$ cat config.mk
export PLATFORM = sky130hd
export DESIGN_NAME = ysyx_23060072_ex_mem_stage_flat
export DESIGN_NICKNAME = d
export VERILOG_FILES = /design/src/rtl/ysyx_23060072_ex_mem_stage_if.sv /design/src/rtl/ysyx_23060072_ex_mem_stage.sv /design/src/flat_wrapper.sv
export SDC_FILE = /design/constraint.sdc
export NUM_CORES = 1
export LEC_CHECK = 0
export ABC_AREA = 1
export BUFFER_PORTS_ARGS = -buffer_cell sky130_fd_sc_hd__buf_2
export CAP_MARGIN = 30
export CORE_ASPECT_RATIO = 1.5
export CORE_UTILIZATION = 48
export DETAILED_ROUTE_END_ITERATION = 10
export GPL_ROUTABILITY_DRIVEN = 0
export PLACE_DENSITY_LB_ADDON = 0.2
export SETUP_SLACK_MARGIN = 0.15
export SLEW_MARGIN = 0
export SYNTH_ARGS = -nofsm -noshare
export SYNTH_HDL_FRONTEND = slang
export SYNTH_SLANG_ARGS = --single-unit
export TNS_END_PERCENT = 1
$ cat constraint.sdc
create_clock -name clk_i -period 1.98 [get_ports clk_i]
set_clock_uncertainty 0.05 [all_clocks]
set_input_delay 0.297 -clock clk_i [delete_from_list [all_inputs] [get_ports clk_i]]
set_output_delay 0.297 -clock clk_i [all_outputs]
set_load 0.02 [all_outputs]
$ cat src/rtl/ysyx_23060072_ex_mem_stage_if.sv
// ---------------------------------------------------------------------------
// ysyx_23060072_ex_mem_stage_if
//
// Purpose : bundles every signal that crosses the EX/MEM stage boundary.
//           This covers the EX-side valid/ready beat, the MEM-side
//           valid/ready beat, the controller flush and the redirect pulse.
//           The _i/_o suffixes are named from the stage's point of view.
//
// Modports:
//   slave  - the EX/MEM stage itself (consumes EX beats, produces MEM beats)
//   master - the surrounding pipeline (EX unit, MEM unit, controller)
//
// Signals:
//   ex_valid_i/ex_ready_o     EX beat handshake
//   ex_pc_i, alu_result_i     instruction PC and ALU result / link value
//   jump_flag_i, jump_pc_i    ALU redirect request and target
//   rd_addr_i, rd_wen_i       destination register and write enable
//   mem_ren_i, mem_wen_i      load / store request
//   mem_wdata_i               store data
//   flush_i                   synchronous controller flush
//   mem_valid_o/mem_ready_i   MEM beat handshake
//   mem_*_o                   head-entry payload
//   redirect_valid_o/_pc_o    one-cycle redirect pulse and held target
// ---------------------------------------------------------------------------
interface ysyx_23060072_ex_mem_stage_if #(
    parameter int XLEN = 32,
    parameter int RA_W = 4
);
    // EX side
    logic            ex_valid_i;
    logic            ex_ready_o;
    logic [XLEN-1:0] ex_pc_i;
    logic [XLEN-1:0] alu_result_i;
    logic            jump_flag_i;
    logic [XLEN-1:0] jump_pc_i;
    logic [RA_W-1:0] rd_addr_i;
    logic            rd_wen_i;
    logic            mem_ren_i;
    logic            mem_wen_i;
    logic [XLEN-1:0] mem_wdata_i;

    // Controller
    logic            flush_i;

    // MEM side
    logic            mem_valid_o;
    logic            mem_ready_i;
    logic [XLEN-1:0] mem_pc_o;
    logic [XLEN-1:0] mem_result_o;
    logic [XLEN-1:0] mem_wdata_o;
    logic [RA_W-1:0] mem_rd_addr_o;
    logic            mem_rd_wen_o;
    logic            mem_ren_o;
    logic            mem_wen_o;

    // Redirect to controller / IF
    logic            redirect_valid_o;
    logic [XLEN-1:0] redirect_pc_o;

    modport slave (
        input  ex_valid_i,
        output ex_ready_o,
        input  ex_pc_i,
        input  alu_result_i,
        input  jump_flag_i,
        input  jump_pc_i,
        input  rd_addr_i,
        input  rd_wen_i,
        input  mem_ren_i,
        input  mem_wen_i,
        input  mem_wdata_i,
        input  flush_i,
        output mem_valid_o,
        input  mem_ready_i,
        output mem_pc_o,
        output mem_result_o,
        output mem_wdata_o,
        output mem_rd_addr_o,
        output mem_rd_wen_o,
        output mem_ren_o,
        output mem_wen_o,
        output redirect_valid_o,
        output redirect_pc_o
    );

    modport master (
        output ex_valid_i,
        input  ex_ready_o,
        output ex_pc_i,
        output alu_result_i,
        output jump_flag_i,
        output jump_pc_i,
        output rd_addr_i,
        output rd_wen_i,
        output mem_ren_i,
        output mem_wen_i,
        output mem_wdata_i,
        output flush_i,
        input  mem_valid_o,
        output mem_ready_i,
        input  mem_pc_o,
        input  mem_result_o,
        input  mem_wdata_o,
        input  mem_rd_addr_o,
        input  mem_rd_wen_o,
        input  mem_ren_o,
        input  mem_wen_o,
        input  redirect_valid_o,
        input  redirect_pc_o
    );
endinterface

$ cat src/rtl/ysyx_23060072_ex_mem_stage.sv
// ---------------------------------------------------------------------------
// ysyx_23060072_ex_mem_stage
//
// Purpose : EX->MEM pipeline register implemented as a 2-entry in-order
//           buffer (EMPTY / ONE / FULL). The head entry drives the MEM
//           outputs directly. The second entry absorbs one beat of MEM
//           back-pressure, so ex_ready_o never depends on mem_ready_i.
//           A pushed beat that requests a jump raises a one-cycle redirect
//           pulse. While that pulse is up, any EX beat is wrong-path: it is
//           handshaken and dropped. A flush empties the buffer and cancels
//           any pending redirect.
//
// Ports   :
//   clk_i    - clock, rising edge
//   rst_n_i  - asynchronous active-low reset
//   bus      - ysyx_23060072_ex_mem_stage_if.slave (EX beat, MEM beat,
//              flush, redirect)
//
// All outputs come from flops except ex_ready_o, which is a function of
// registered state only.
// ---------------------------------------------------------------------------
module ysyx_23060072_ex_mem_stage #(
    parameter int XLEN = 32,
    parameter int RA_W = 4
) (
    input  logic                                clk_i,
    input  logic                                rst_n_i,
    ysyx_23060072_ex_mem_stage_if.slave         bus
);

    typedef enum logic [1:0] {
        ST_EMPTY = 2'd0,
        ST_ONE   = 2'd1,
        ST_FULL  = 2'd2
    } state_e;

    typedef struct packed {
        logic [XLEN-1:0] pc;
        logic [XLEN-1:0] result;
        logic [XLEN-1:0] wdata;
        logic [RA_W-1:0] rd_addr;
        logic            rd_wen;
        logic            ren;
        logic            wen;
    } beat_t;

    // Gathers the incoming EX payload into one beat (bit-exact copy).
    function automatic beat_t pack_beat(
        input logic [XLEN-1:0] pc,
        input logic [XLEN-1:0] result,
        input logic [XLEN-1:0] wdata,
        input logic [RA_W-1:0] rd_addr,
        input logic            rd_wen,
        input logic            ren,
        input logic            wen
    );
        beat_t b;
        b.pc      = pc;
        b.result  = result;
        b.wdata   = wdata;
        b.rd_addr = rd_addr;
        b.rd_wen  = rd_wen;
        b.ren     = ren;
        b.wen     = wen;
        return b;
    endfunction

    state_e          state_q,       state_d;
    beat_t           head_q,        head_d;
    beat_t           tail_q,        tail_d;
    logic            mem_valid_q,   mem_valid_d;
    logic            redir_valid_q, redir_valid_d;
    logic [XLEN-1:0] redir_pc_q,    redir_pc_d;

    logic            ex_ready_s;
    logic            push_s;
    logic            pop_s;
    beat_t           in_beat_s;

    // Handshake decode. A redirect pulse forces ready so wrong-path beats drain.
    always_comb begin
        ex_ready_s = (state_q != ST_FULL) | redir_valid_q;
        push_s     = bus.ex_valid_i & ex_ready_s & ~redir_valid_q & ~bus.flush_i;
        pop_s      = mem_valid_q & bus.mem_ready_i;
        in_beat_s  = pack_beat(bus.ex_pc_i, bus.alu_result_i, bus.mem_wdata_i,
                               bus.rd_addr_i, bus.rd_wen_i, bus.mem_ren_i,
                               bus.mem_wen_i);
    end

    // Next-state, buffer-entry and redirect computation.
    always_comb begin
        state_d       = state_q;
        head_d        = head_q;
        tail_d        = tail_q;
        redir_valid_d = 1'b0;
        redir_pc_d    = redir_pc_q;

        if (bus.flush_i) begin
            // A flush wins over push, pop and any pending redirect. Payload
            // and redirect target are left as they are.
            state_d       = ST_EMPTY;
            redir_valid_d = 1'b0;
        end else begin
            // The redirect pulse lasts exactly one cycle after the jumping push.
            if (push_s && bus.jump_flag_i) begin
                redir_valid_d = 1'b1;
                redir_pc_d    = bus.jump_pc_i;
            end else begin
                redir_valid_d = 1'b0;
            end

            case (state_q)
                ST_EMPTY: begin
                    if (push_s) begin
                        head_d  = in_beat_s;
                        state_d = ST_ONE;
                    end else begin
                        state_d = ST_EMPTY;
                    end
                end
                ST_ONE: begin
                    if (push_s && pop_s) begin
                        // Head leaves this cycle, so the new beat takes its place.
                        head_d  = in_beat_s;
                        state_d = ST_ONE;
                    end else if (push_s) begin
                        tail_d  = in_beat_s;
                        state_d = ST_FULL;
                    end else if (pop_s) begin
                        state_d = ST_EMPTY;
                    end else begin
                        state_d = ST_ONE;
                    end
                end
                ST_FULL: begin
                    // No push can happen here: ready in FULL only comes from
                    // a redirect pulse, and that pulse blocks the push.
                    if (pop_s) begin
                        head_d  = tail_q;
                        state_d = ST_ONE;
                    end else begin
                        state_d = ST_FULL;
                    end
                end
                default: begin
                    state_d = ST_EMPTY;
                end
            endcase
        end

        mem_valid_d = (state_d != ST_EMPTY);
    end

    // State, buffer entries and registered outputs.
    always_ff @(posedge clk_i or negedge rst_n_i) begin
        if (!rst_n_i) begin
            state_q       <= ST_EMPTY;
            head_q        <= '0;
            tail_q        <= '0;
            mem_valid_q   <= 1'b0;
            redir_valid_q <= 1'b0;
            redir_pc_q    <= '0;
        end else begin
            state_q       <= state_d;
            head_q        <= head_d;
            tail_q        <= tail_d;
            mem_valid_q   <= mem_valid_d;
            redir_valid_q <= redir_valid_d;
            redir_pc_q    <= redir_pc_d;
        end
    end

    assign bus.ex_ready_o       = ex_ready_s;
    assign bus.mem_valid_o      = mem_valid_q;
    assign bus.mem_pc_o         = head_q.pc;
    assign bus.mem_result_o     = head_q.result;
    assign bus.mem_wdata_o      = head_q.wdata;
    assign bus.mem_rd_addr_o    = head_q.rd_addr;
    assign bus.mem_rd_wen_o     = head_q.rd_wen;
    assign bus.mem_ren_o        = head_q.ren;
    assign bus.mem_wen_o        = head_q.wen;
    assign bus.redirect_valid_o = redir_valid_q;
    assign bus.redirect_pc_o    = redir_pc_q;

endmodule

$ cat src/flat_wrapper.sv
// flat-port wrapper written by rule: the top's interface ports become plain ports
module ysyx_23060072_ex_mem_stage_flat 
#(
    parameter int XLEN = 32,
    parameter int RA_W = 4
)
  (clk_i, rst_n_i, bus_ex_valid_i, bus_ex_ready_o, bus_ex_pc_i, bus_alu_result_i, bus_jump_flag_i, bus_jump_pc_i, bus_rd_addr_i, bus_rd_wen_i, bus_mem_ren_i, bus_mem_wen_i, bus_mem_wdata_i, bus_flush_i, bus_mem_valid_o, bus_mem_ready_i, bus_mem_pc_o, bus_mem_result_o, bus_mem_wdata_o, bus_mem_rd_addr_o, bus_mem_rd_wen_o, bus_mem_ren_o, bus_mem_wen_o, bus_redirect_valid_o, bus_redirect_pc_o);
  ysyx_23060072_ex_mem_stage_if #(.XLEN(XLEN), .RA_W(RA_W)) bus_i ();
  input  logic clk_i;
  input  logic rst_n_i;
  input wire logic [$bits(bus_i.ex_valid_i)-1:0] bus_ex_valid_i;
  output wire logic [$bits(bus_i.ex_ready_o)-1:0] bus_ex_ready_o;
  input wire logic [$bits(bus_i.ex_pc_i)-1:0] bus_ex_pc_i;
  input wire logic [$bits(bus_i.alu_result_i)-1:0] bus_alu_result_i;
  input wire logic [$bits(bus_i.jump_flag_i)-1:0] bus_jump_flag_i;
  input wire logic [$bits(bus_i.jump_pc_i)-1:0] bus_jump_pc_i;
  input wire logic [$bits(bus_i.rd_addr_i)-1:0] bus_rd_addr_i;
  input wire logic [$bits(bus_i.rd_wen_i)-1:0] bus_rd_wen_i;
  input wire logic [$bits(bus_i.mem_ren_i)-1:0] bus_mem_ren_i;
  input wire logic [$bits(bus_i.mem_wen_i)-1:0] bus_mem_wen_i;
  input wire logic [$bits(bus_i.mem_wdata_i)-1:0] bus_mem_wdata_i;
  input wire logic [$bits(bus_i.flush_i)-1:0] bus_flush_i;
  output wire logic [$bits(bus_i.mem_valid_o)-1:0] bus_mem_valid_o;
  input wire logic [$bits(bus_i.mem_ready_i)-1:0] bus_mem_ready_i;
  output wire logic [$bits(bus_i.mem_pc_o)-1:0] bus_mem_pc_o;
  output wire logic [$bits(bus_i.mem_result_o)-1:0] bus_mem_result_o;
  output wire logic [$bits(bus_i.mem_wdata_o)-1:0] bus_mem_wdata_o;
  output wire logic [$bits(bus_i.mem_rd_addr_o)-1:0] bus_mem_rd_addr_o;
  output wire logic [$bits(bus_i.mem_rd_wen_o)-1:0] bus_mem_rd_wen_o;
  output wire logic [$bits(bus_i.mem_ren_o)-1:0] bus_mem_ren_o;
  output wire logic [$bits(bus_i.mem_wen_o)-1:0] bus_mem_wen_o;
  output wire logic [$bits(bus_i.redirect_valid_o)-1:0] bus_redirect_valid_o;
  output wire logic [$bits(bus_i.redirect_pc_o)-1:0] bus_redirect_pc_o;
  assign bus_i.ex_valid_i = bus_ex_valid_i;
  assign bus_ex_ready_o = bus_i.ex_ready_o;
  assign bus_i.ex_pc_i = bus_ex_pc_i;
  assign bus_i.alu_result_i = bus_alu_result_i;
  assign bus_i.jump_flag_i = bus_jump_flag_i;
  assign bus_i.jump_pc_i = bus_jump_pc_i;
  assign bus_i.rd_addr_i = bus_rd_addr_i;
  assign bus_i.rd_wen_i = bus_rd_wen_i;
  assign bus_i.mem_ren_i = bus_mem_ren_i;
  assign bus_i.mem_wen_i = bus_mem_wen_i;
  assign bus_i.mem_wdata_i = bus_mem_wdata_i;
  assign bus_i.flush_i = bus_flush_i;
  assign bus_mem_valid_o = bus_i.mem_valid_o;
  assign bus_i.mem_ready_i = bus_mem_ready_i;
  assign bus_mem_pc_o = bus_i.mem_pc_o;
  assign bus_mem_result_o = bus_i.mem_result_o;
  assign bus_mem_wdata_o = bus_i.mem_wdata_o;
  assign bus_mem_rd_addr_o = bus_i.mem_rd_addr_o;
  assign bus_mem_rd_wen_o = bus_i.mem_rd_wen_o;
  assign bus_mem_ren_o = bus_i.mem_ren_o;
  assign bus_mem_wen_o = bus_i.mem_wen_o;
  assign bus_redirect_valid_o = bus_i.redirect_valid_o;
  assign bus_redirect_pc_o = bus_i.redirect_pc_o;
  ysyx_23060072_ex_mem_stage #(.XLEN(XLEN), .RA_W(RA_W)) u_core (.clk_i(clk_i), .rst_n_i(rst_n_i), .bus(bus_i));
endmodule
# Word level (Yosys, flattened, before mapping)
# Index checks and enable logic that the tools add are counted.
# totals
wordCells	53
out_inout_bits	138
regBits	242
in_bits	141
# classes
eq_ne	6
bitwise	8
n_mux	13
reduce_logical	8
# op_table
operator	n
$mux W103	3
$pmux W103 S3	1
$mux W2	4
$ne A2 B1 Y1 const B	3
$pmux W2 S3	1
$reduce_and A5 Y1	1
$and A1 B1 Y1	4
$mux W1	4
$reduce_and A4 Y1	1
$not A1 Y1	3
$reduce_bool A3 Y1	1
$eq A2 B1 Y1 const B	1
$eq A2 B2 Y1 const B	1
$logic_and A1 B1 Y1	2
$logic_not A2 Y1	1
$ne A2 B2 Y1 const B	1
$reduce_and A2 Y1	1
$reduce_bool A2 Y1	1
$or A1 B1 Y1	1

# Depth between registers and ports, before layout
# Gate-level depths: netlist of run 1.
# logic_depth
word_depth	10
depth_mapped	12
ltp_nobuf	10

# Worst setup path before layout of run 1
# OpenSTA, ideal clock, no wires.
# synth_timing
kind	flip-flop to flip-flop
start	register u_core.redir_valid_q (netlist: u_core.bus.redirect_valid_o)
end	register u_core.head_q, in the netlist u_core.bus.mem_pc_o[16]
n_path_buf	2
t_arrival_ns	1.702
required_time_ns	1.813
path_slack_ns	0.110
stages_incl_launch_ff	12
synth_period_minus_slack_ns	1.870
setup_ns	0.117
path_cell_list	dfrtp_1 inv_1 nand3_1 nor2_2 ha_1 nor2_4 nor2_4 nand3_2 buf_4 buf_2 nand2_1 nand2_1
# synth_between
elab_chain_len	7
word_cells_on_any_way	9
cone_classes	eq/ne: 2; bitwise: 5; reduce/logical: 2
# synth_rtl
element	line_no	source
from (decl)	ysyx_23060072_ex_mem_stage.sv:72	logic redir_valid_q, redir_valid_d;
from (signal assigned)	ysyx_23060072_ex_mem_stage.sv:168	redir_valid_q <= redir_valid_d;
$or A1 B1 Y1	ysyx_23060072_ex_mem_stage.sv:82	ex_ready_s = (state_q != ST_FULL) | redir_valid_q;
$and A1 B1 Y1	ysyx_23060072_ex_mem_stage.sv:83	push_s = bus.ex_valid_i & ex_ready_s & ~redir_valid_q & ~bus.flush_i;
$and A1 B1 Y1 * (2 in a row)	ysyx_23060072_ex_mem_stage.sv:83	
$logic_and A1 B1 Y1	ysyx_23060072_ex_mem_stage.sv:122	if (push_s && pop_s) begin
$ne A2 B1 Y1 (no source line)	--	
$reduce_and A5 Y1 (no source line) *	--	
to (signal assigned)	ysyx_23060072_ex_mem_stage.sv:158	head_q <= '0;
to (signal assigned)	ysyx_23060072_ex_mem_stage.sv:165	head_q <= head_d;
to (decl)	ysyx_23060072_ex_mem_stage.sv:69	beat_t head_q, head_d;
# Mark *: on every way between the ends. The rest lies on a longest branch, timed or not.
# A chain may end at the register's enable or synchronous reset.

# Worst setup path after layout of run 1
# layout_timing
start	input port bus_flush_i
end	register u_core.head_q, in the netlist u_core.bus.mem_pc_o[10]
# layout_between
elab_chain_len	5
word_cells_on_any_way	6
cone_classes	eq/ne: 2; bitwise: 2; reduce/logical: 2
# layout_rtl
element	line_no	source
from (decl)	flat_wrapper.sv:22	input wire logic [$bits(bus_i.flush_i)-1:0] bus_flush_i;
$not A1 Y1 (no source line) *	--	
$and A1 B1 Y1	ysyx_23060072_ex_mem_stage.sv:83	
$logic_and A1 B1 Y1	ysyx_23060072_ex_mem_stage.sv:122	
$ne A2 B1 Y1 (no source line)	--	
$reduce_and A5 Y1 (no source line) *	--	
# Marked as above.

==> reports/qor.csv, run 1 <==
stage,metric,value,unit
run_status,status,"finished, final reports clean",
cells_and_area,fin nets,1920,
sta,Tcrit/Tclk final,0.944,
pwr,Max VDD drop,0.733,mV
sta,Max Clock Freq,535,MHz
floorplan,Core Area,0.0226,mm^2
cells_and_area,Layout Utilization,0.671,
setup_path,Worst Setup Path Type,input port to flop,
setup_path,CP endpoint kind,flop,
synthesis,Seq cells post-synth,242,
floorplan,num rows,67,
synthesis,Ys Warns,0,
cells_and_area,"leading cell types in the layout, fill and taps excluded","nand2_1, buf_2, dfrtp_1",
sta,unrepaired setup endpoints after global routing,true,
pwr,Reg power frac,0.450,
placed_design,post-DP HPWL,19300,um
floorplan,die width,126,um
grt,first-pass GRT wire length,56800,um
setup_path,cell depth of the worst setup path,13,
sta,min setup slack post-route,0.111,ns
routing,total routed wirelength,35300,um
cts,maximum clock path buffer count,3,
synthesis,Post-Syn Nets,1562,
floorplan,Starting Density,0.494,
floorplan,Die ar.,0.0238,mm^2
cts,CTS H-Tree Depth,1,
setup_path,crit path max fanout,36,
job,maxcap violations,0,
pwr,Switch Pwr,0.00532,W
synthesis,post-synthesis cell area,0.0111,mm^2
synthesis,count of cell types in the netlist,16,
placed_design,Port Buf Inserts,278,
sta,setup tns final,0,ns
pwr,Combinational Power Share,0.269,
routing,ANT nets after route,0,
cells_and_area,register area,0.00606,mm^2
pwr,Cell Int Power,0.0104,W
grt,vias in the first global route,11100,
routing,DRC Markers,0,
placed_design,Post-Place Worst Slack,0.0488,ns
min_path,worst hold path type,input port to flop,
cells_and_area,"commonest non-fill, non-tap cell in the layout",nand2_1,
routing,routed vias/inst,5.48,
sta,"Hold Vio Cnt, Final",0,
setup_path,CP Launch Type,input port,
routing,routed vias,11400,
synthesis,"Seq/Total Area, Yosys",0.544,
setup_path,CP cell instances,dlygate4sd3_1 > buf_2 > inv_2 > nand3_4 > nor2_4 > ha_4 > nor2_4 > nor2_4 > buf_4 > nand3_4 > buf_12 > nand2_1 > nand2_1,
setup_path,R2R depth,11,
grt,total grt overflow,0,
setup_path,CP most frequent cell,nor2_4,
routing,TritonRoute pass-1 iters,5,
pwr,Pwr Density,1040,mW/mm^2
setup_path,largest stage delay on the critical path,0.54,ns
cells_and_area,layout cell share with drive strength beyond 1,0.214,
routing,Initial DRC Count,1057,
setup_path,WP buf/inv,5,
cells_and_area,Multi-input gate area,0.00458,mm^2
sta,Setup Viol. Count Final,0,
cts,CTS tree,done,
sta,Fin Hold WS,0.00732,ns
synthesis,Avg Inst Size Synth,7.84,um^2
synthesis,Gate Count Post-Synth,1419,
sta,min Tclk post-route,1.87,ns
pwr,Net Sw Frac,0.339,
pwr,clock share of power,0.281,
cts,Skew-Pair Late Insertion Delay,0.52,ns
setup_path,critical path data arrival time,2.22,ns
setup_path,critical path required time,2.33,ns
sta,Final Slew Violations,0,
cts,Root Buffer,clkbuf_16,
cts,CTS clock-pin slew for the worst setup and hold paths,0.06,ns
pwr,Pleak,8.46,nW
grt,GRT Util Overall,0.298,
min_path,Hold Crit Depth,3,
sta,Worst Max-Slew Pin Slew,0.735,ns
routing,post-DR wirelength/cell,17.1,um
floorplan,Die Y,188,um
floorplan,I/O Pins,279,
pwr,total power,0.0157,W
cells_and_area,# fillers,1802,
sta,worst relative slew slack,0.510,
grt,largest net degree at the start of global routing,104,
cts,Num CTS Buffers,24,
cells_and_area,P&R area growth vs syn,35.9,%
setup_path,cell family with most CP delay,buffers and inverters,
grt,initial antenna violation count,4,
setup_path,CP max-delay cell,dlygate4sd3_1,
cts,CTS Sinks,242,
-- synthesized netlist by cell type --
cell type / count / area (um^2)
nand2_1: 727 / 2730
dfrtp_1: 242 / 6060
nand3_1: 210 / 1050
nand4_1: 103 / 644
buf_2: 60 / 300
clkbuf_1: 36 / 135
buf_1: 18 / 67.6
inv_2: 6 / 22.5
inv_1: 4 / 15.0
buf_4: 3 / 22.5
nand2_2: 3 / 18.8
ha_1: 2 / 25.0
nor2_4: 2 / 22.5
nand3_2: 1 / 10.0
nor2_1: 1 / 3.75
nor2_2: 1 / 6.26
-- metal layers --
metal	vias up	global-route usage	part of all wire
met1	5408	0.370	0.40
met4	4	0.140	0.042
li1	5312	-	-
met3	106	0.0352	0.057
met5	-	0	0.00062
met2	523	0.515	0.50
-- logic make-up after synthesis --
kind of cell,after synthesis,share of synthesized area
adders and majority gates,2,0.00225
buffers and inverters,127,0.0506
DFF,242,0.544
and+or+nand+nor,1048,0.403
-- through the flow --
stage	instances	instance area [um^2]
final	2071	15100
after global routing	2071	15100
after CTS	2068	15100
after detailed placement	1887	12800
after global placement	1887	12800
after floorplan	1419	11100
-- worst paths after layout --
kind,startpoint,endpoint,slack (ns)
max in group asynchronous,rst_n_i,u_core.bus.redirect_pc_o[1],0.95
worst max register to register,u_core.bus.redirect_valid_o,u_core.bus.mem_pc_o[10],0.12
worst min register to register,u_core.bus.mem_result_o[12],u_core.bus.mem_result_o[12],0.41
min in group asynchronous,rst_n_i,u_core.bus.redirect_pc_o[29],0.20
worst min-delay path,bus_alu_result_i[1],u_core.tail_q[40],0.007
worst max-delay path,bus_flush_i,u_core.bus.mem_pc_o[10],0.11
-- cell type report --
cell class              count  area share
multi-input cells        1050       0.303
flip-flops and latches    242       0.401
inverters                  10     0.00281
clock inverters             4     0.00132
diodes                      2    0.000331
well taps                 276      0.0228
clock buffers              38      0.0486
repair buffers            449       0.221
-- power by group through the flow --
stage / sequential [W] / clock (W) / combinational (W)
after floorplan: 0.00789 / 0 / 0.00153
after global placement: 0.00708 / 0 / 0.00381
after detailed placement: 0.00711 / 0 / 0.00392
after CTS: 0.00704 / 0.00448 / 0.00423
after global routing: 0.00720 / 0.00466 / 0.00466
final: 0.00707 / 0.00441 / 0.00423
-- registers in the layout, summed over array words and instances (netlist names) --
name / count
u_core.tail_q: 103
u_core.bus.mem_pc_o: 32
u_core.bus.mem_result_o: 32
u_core.bus.mem_wdata_o: 32
u_core.bus.redirect_pc_o: 32
u_core.bus.mem_rd_addr_o: 4
u_core.state_q: 2
u_core.bus.mem_rd_wen_o: 1
u_core.bus.mem_ren_o: 1
u_core.bus.mem_valid_o: 1
u_core.bus.mem_wen_o: 1
u_core.bus.redirect_valid_o: 1
-- tightest hold or removal path, stage by stage --
cell and delay, ns:
buf_2 0.10, nand3_1 0.07, nand2_1 0.06
-- what timing repair did --
item | CTS | global route
setup endpoints to repair | 138 | 119
hold endpoints to repair | 159 | 1
hold buffers | 121 | 1
buffers inserted | 13 | 0
pin swaps | 5 | 3
gates resized for setup | 12 | 2
cloned | 5 | 0
No activity file was read; power rests on OpenSTA's default activity.
==> inputs of run 2 (changes only) <==
--- a/config.mk
+++ b/config.mk
@@ -12,7 +12,7 @@
 export CORE_UTILIZATION = 48
 export DETAILED_ROUTE_END_ITERATION = 10
 export GPL_ROUTABILITY_DRIVEN = 0
-export PLACE_DENSITY_LB_ADDON = 0.2
+export PLACE_DENSITY = 0.79
 export SETUP_SLACK_MARGIN = 0.15
 export SLEW_MARGIN = 0
 export SYNTH_ARGS = -nofsm -noshare
==> run 2 against run 1 <==
Against the previous run: count of clock-buffer cells in the layout is 4 lower; setup slack worse by 0.084 ns; non-clock buffer count is 12 lower; critical path type is now flop to flop; highest routed layer unchanged.
==> reports/qor.csv, run 2 (same netlist as run 1, synthesis figures left out) <==
stage,metric,value,unit,change
cts,CTS clock-pin slew for the worst setup and hold paths,0.07,ns,about the same
pwr,Switch Pwr,0.00551,W,+3.5%
floorplan,Core Area,0.0226,mm^2,unchanged
pwr,Cell Int Power,0.0107,W,+2.8%
setup_path,worst r2r dst,u_core.bus.mem_wdata_o[0],,
sta,Final Slew Violations,0,,unchanged
grt,GRT Util Overall,0.303,,+0.00576
pwr,Pwr Density,1060,mW/mm^2,+2.1%
pwr,Pleak,8.50,nW,+0.41%
routing,post-DR wirelength/cell,18.2,um,+6.9%
setup_path,crit path launch,u_core.state_q[1],,
pwr,clock share of power,0.285,,+0.004
sta,setup tns final,0,ns,unchanged
floorplan,I/O Pins,279,,unchanged
setup_path,CP endpoint kind,flop,,
cts,CTS Sinks,242,,unchanged
cts,Skew-Pair Late Insertion Delay,0.51,ns,about the same
sta,Max Clock Freq,512,MHz,-4.3%
cells_and_area,max reg flops,103,,unchanged
cts,maximum clock path buffer count,3,,unchanged
placed_design,post-DP HPWL,19600,um,+1.6%
pwr,Max VDD drop,0.740,mV,+0.94%
cells_and_area,"leading cell types in the layout, fill and taps excluded","nand2_1, buf_2, dfrtp_1",,
cts,Root Buffer,clkbuf_16,,
setup_path,Worst Setup Path Type,flop to flop,,
sta,Worst Max-Slew Pin Slew,0.553,ns,-0.182 ns
floorplan,Starting Density,0.494,,unchanged
job,maxcap violations,0,,unchanged
cells_and_area,"commonest non-fill, non-tap cell in the layout",nand2_1,,
cells_and_area,register area,0.00606,mm^2,unchanged
setup_path,crit path max fanout,6,,-83%
min_path,worst hold path type,input port to flop,,
floorplan,Die ar.,0.0238,mm^2,unchanged
setup_path,R2R depth,12,,+1
sta,Setup Viol. Count Final,0,,unchanged
grt,vias in the first global route,11500,,+3.8%
cells_and_area,layout cell share with drive strength beyond 1,0.246,,+0.0315
cts,CTS H-Tree Depth,1,,unchanged
floorplan,Die Y,188,um,unchanged
sta,min Tclk post-route,1.95,ns,+0.0838 ns
floorplan,die width,126,um,unchanged
grt,total grt overflow,0,,unchanged
setup_path,critical path data arrival time,2.28,ns,+0.06 ns
routing,DRC Markers,0,,unchanged
cells_and_area,Multi-input gate area,0.00472,mm^2,+3.2%
routing,ANT nets after route,0,,unchanged
cells_and_area,fin nets,1907,,-0.68%
setup_path,R2R Setup Slk,0.03,ns,-0.09 ns
sta,Tcrit/Tclk final,0.986,,+0.0423
cells_and_area,P&R area growth vs syn,37.1,%,
routing,routed vias/inst,5.71,,+4.1%
min_path,WHS Endpoint,u_core.tail_q[92],,
grt,first-pass GRT wire length,58300,um,+2.6%
grt,largest net degree at the start of global routing,104,,unchanged
cts,CTS tree,done,,
sta,"Hold Vio Cnt, Final",0,,unchanged
routing,total routed wirelength,37500,um,+6.1%
pwr,Combinational Power Share,0.274,,+0.005
routing,TritonRoute pass-1 iters,5,,unchanged
placed_design,Post-Place Worst Slack,0.0470,ns,-0.00176 ns
sta,worst relative slew slack,0.631,,+0.121
cells_and_area,# fillers,1721,,-4.5%
routing,Initial DRC Count,1402,,+33%
run_status,status,"finished, final reports clean",,
setup_path,CP Launch Type,flop,,
setup_path,critical path required time,2.30,ns,-0.03 ns
grt,initial antenna violation count,2,,-2
cells_and_area,Top reg by flops,u_core.tail_q,,
sta,Fin Hold WS,0.00878,ns,+0.00146 ns
setup_path,RR Startpoint,u_core.state_q[1],,
floorplan,num rows,67,,unchanged
min_path,hold wc startpoint,bus_ex_pc_i[21],,
routing,routed vias,11700,,+3.3%
sta,unrepaired setup endpoints after global routing,true,,
pwr,Reg power frac,0.441,,-0.009
placed_design,Port Buf Inserts,278,,unchanged
min_path,Hold Crit Depth,3,,unchanged
sta,min setup slack post-route,0.0268,ns,-0.0838 ns
cts,Num CTS Buffers,23,,-4.2%
pwr,Net Sw Frac,0.340,,+0.00166
## run 2: cell count changes in the layout (fill, tap and decap cells not counted), moves of 2 or more
| cell | previous run | this run |
|---|---|---|
| nand2_1 | 723 | 678 |
| nand2_2 | 3 | 43 |
| dlygate4sd3_1 | 122 | 102 |
| buf_6 | 1 | 5 |
| nand2_4 | 4 | 8 |
| bufinv_16 | 0 | 3 |
| clkbuf_16 | 25 | 28 |
| clkbuf_1 | 7 | 5 |
## run 2: how the worst max path moves through the flow
stage	endpoint	slack [ns]	cells past startpoint
floorplan	u_core.bus.mem_pc_o[16]	0.16	11
CTS	u_core.bus.mem_rd_wen_o	0.05	12
finish	u_core.bus.mem_wdata_o[0]	0.03	12
global route	u_core.bus.mem_pc_o[23]	-0.05	12
global placement	u_core.bus.mem_pc_o[23]	0.09	9
detailed placement	u_core.bus.mem_pc_o[23]	0.05	9
## run 2: stage by stage
| step | power [W] | std cells | area (um^2) | utilization |
|---|---|---|---|---|
| after floorplan | 0.00942 | 1419 | 11100 | - |
| after global placement | 0.0109 | 1889 | 12800 | 0.568 |
| after detailed placement | 0.0110 | 1889 | 12800 | 0.568 |
| after CTS | 0.0159 | 2044 | 14900 | 0.659 |
| after global routing | 0.0170 | 2055 | 15300 | 0.677 |
| final | 0.0162 | 2056 | 15300 | 0.677 |
## run 2: what timing repair did
item                                    4_1_cts  5_1_grt
endpoints found under the setup margin      172      210
cloned                                        5        7
endpoints found under the hold margin       143        1
resized for setup                            10       68
buffers inserted                              9        3
hold buffers                                101        1
pin swaps                                     5        5
## run 2: area by class of cell
| cell class | count | area share |
|---|---|---|
| clock buffer | 34 | 0.0444 |
| clock inverter | 6 | 0.00689 |
| antenna | 1 | 0.000164 |
| multi-input combinational | 1050 | 0.310 |
| sequential | 242 | 0.397 |
| inverter | 10 | 0.00295 |
| timing repair buffer | 437 | 0.216 |
| tap | 276 | 0.0226 |
## run 2: power by group through the flow
stage                     Combinational [W]  Sequential (W)  Clock, W
final                               0.00444         0.00714   0.00461
after global routing                0.00484         0.00727   0.00486
after CTS                           0.00421         0.00703   0.00469
after detailed placement            0.00392         0.00710         0
after global placement              0.00380         0.00706         0
after floorplan                     0.00153         0.00789         0
## run 2: per-layer routing
layer	global-route usage	routed length (um)	vias up
met5	0	25	-
met4	0.161	1780	4
met3	0.0454	2870	132
met2	0.503	18800	721
met1	0.383	14000	5584
li1	-	-	5292
## run 2: worst max-delay path, cell delays in order, from the launching register on
cell     delay [ns]
dfrtp_4        0.49
nand2_4        0.10
inv_6          0.04
nor2_4         0.10
ha_4           0.14
nor2_4         0.04
nor2_4         0.11
buf_12         0.11
nand3_4        0.12
buf_8          0.20
buf_16         0.15
nand2_1        0.07
nand2_1        0.06
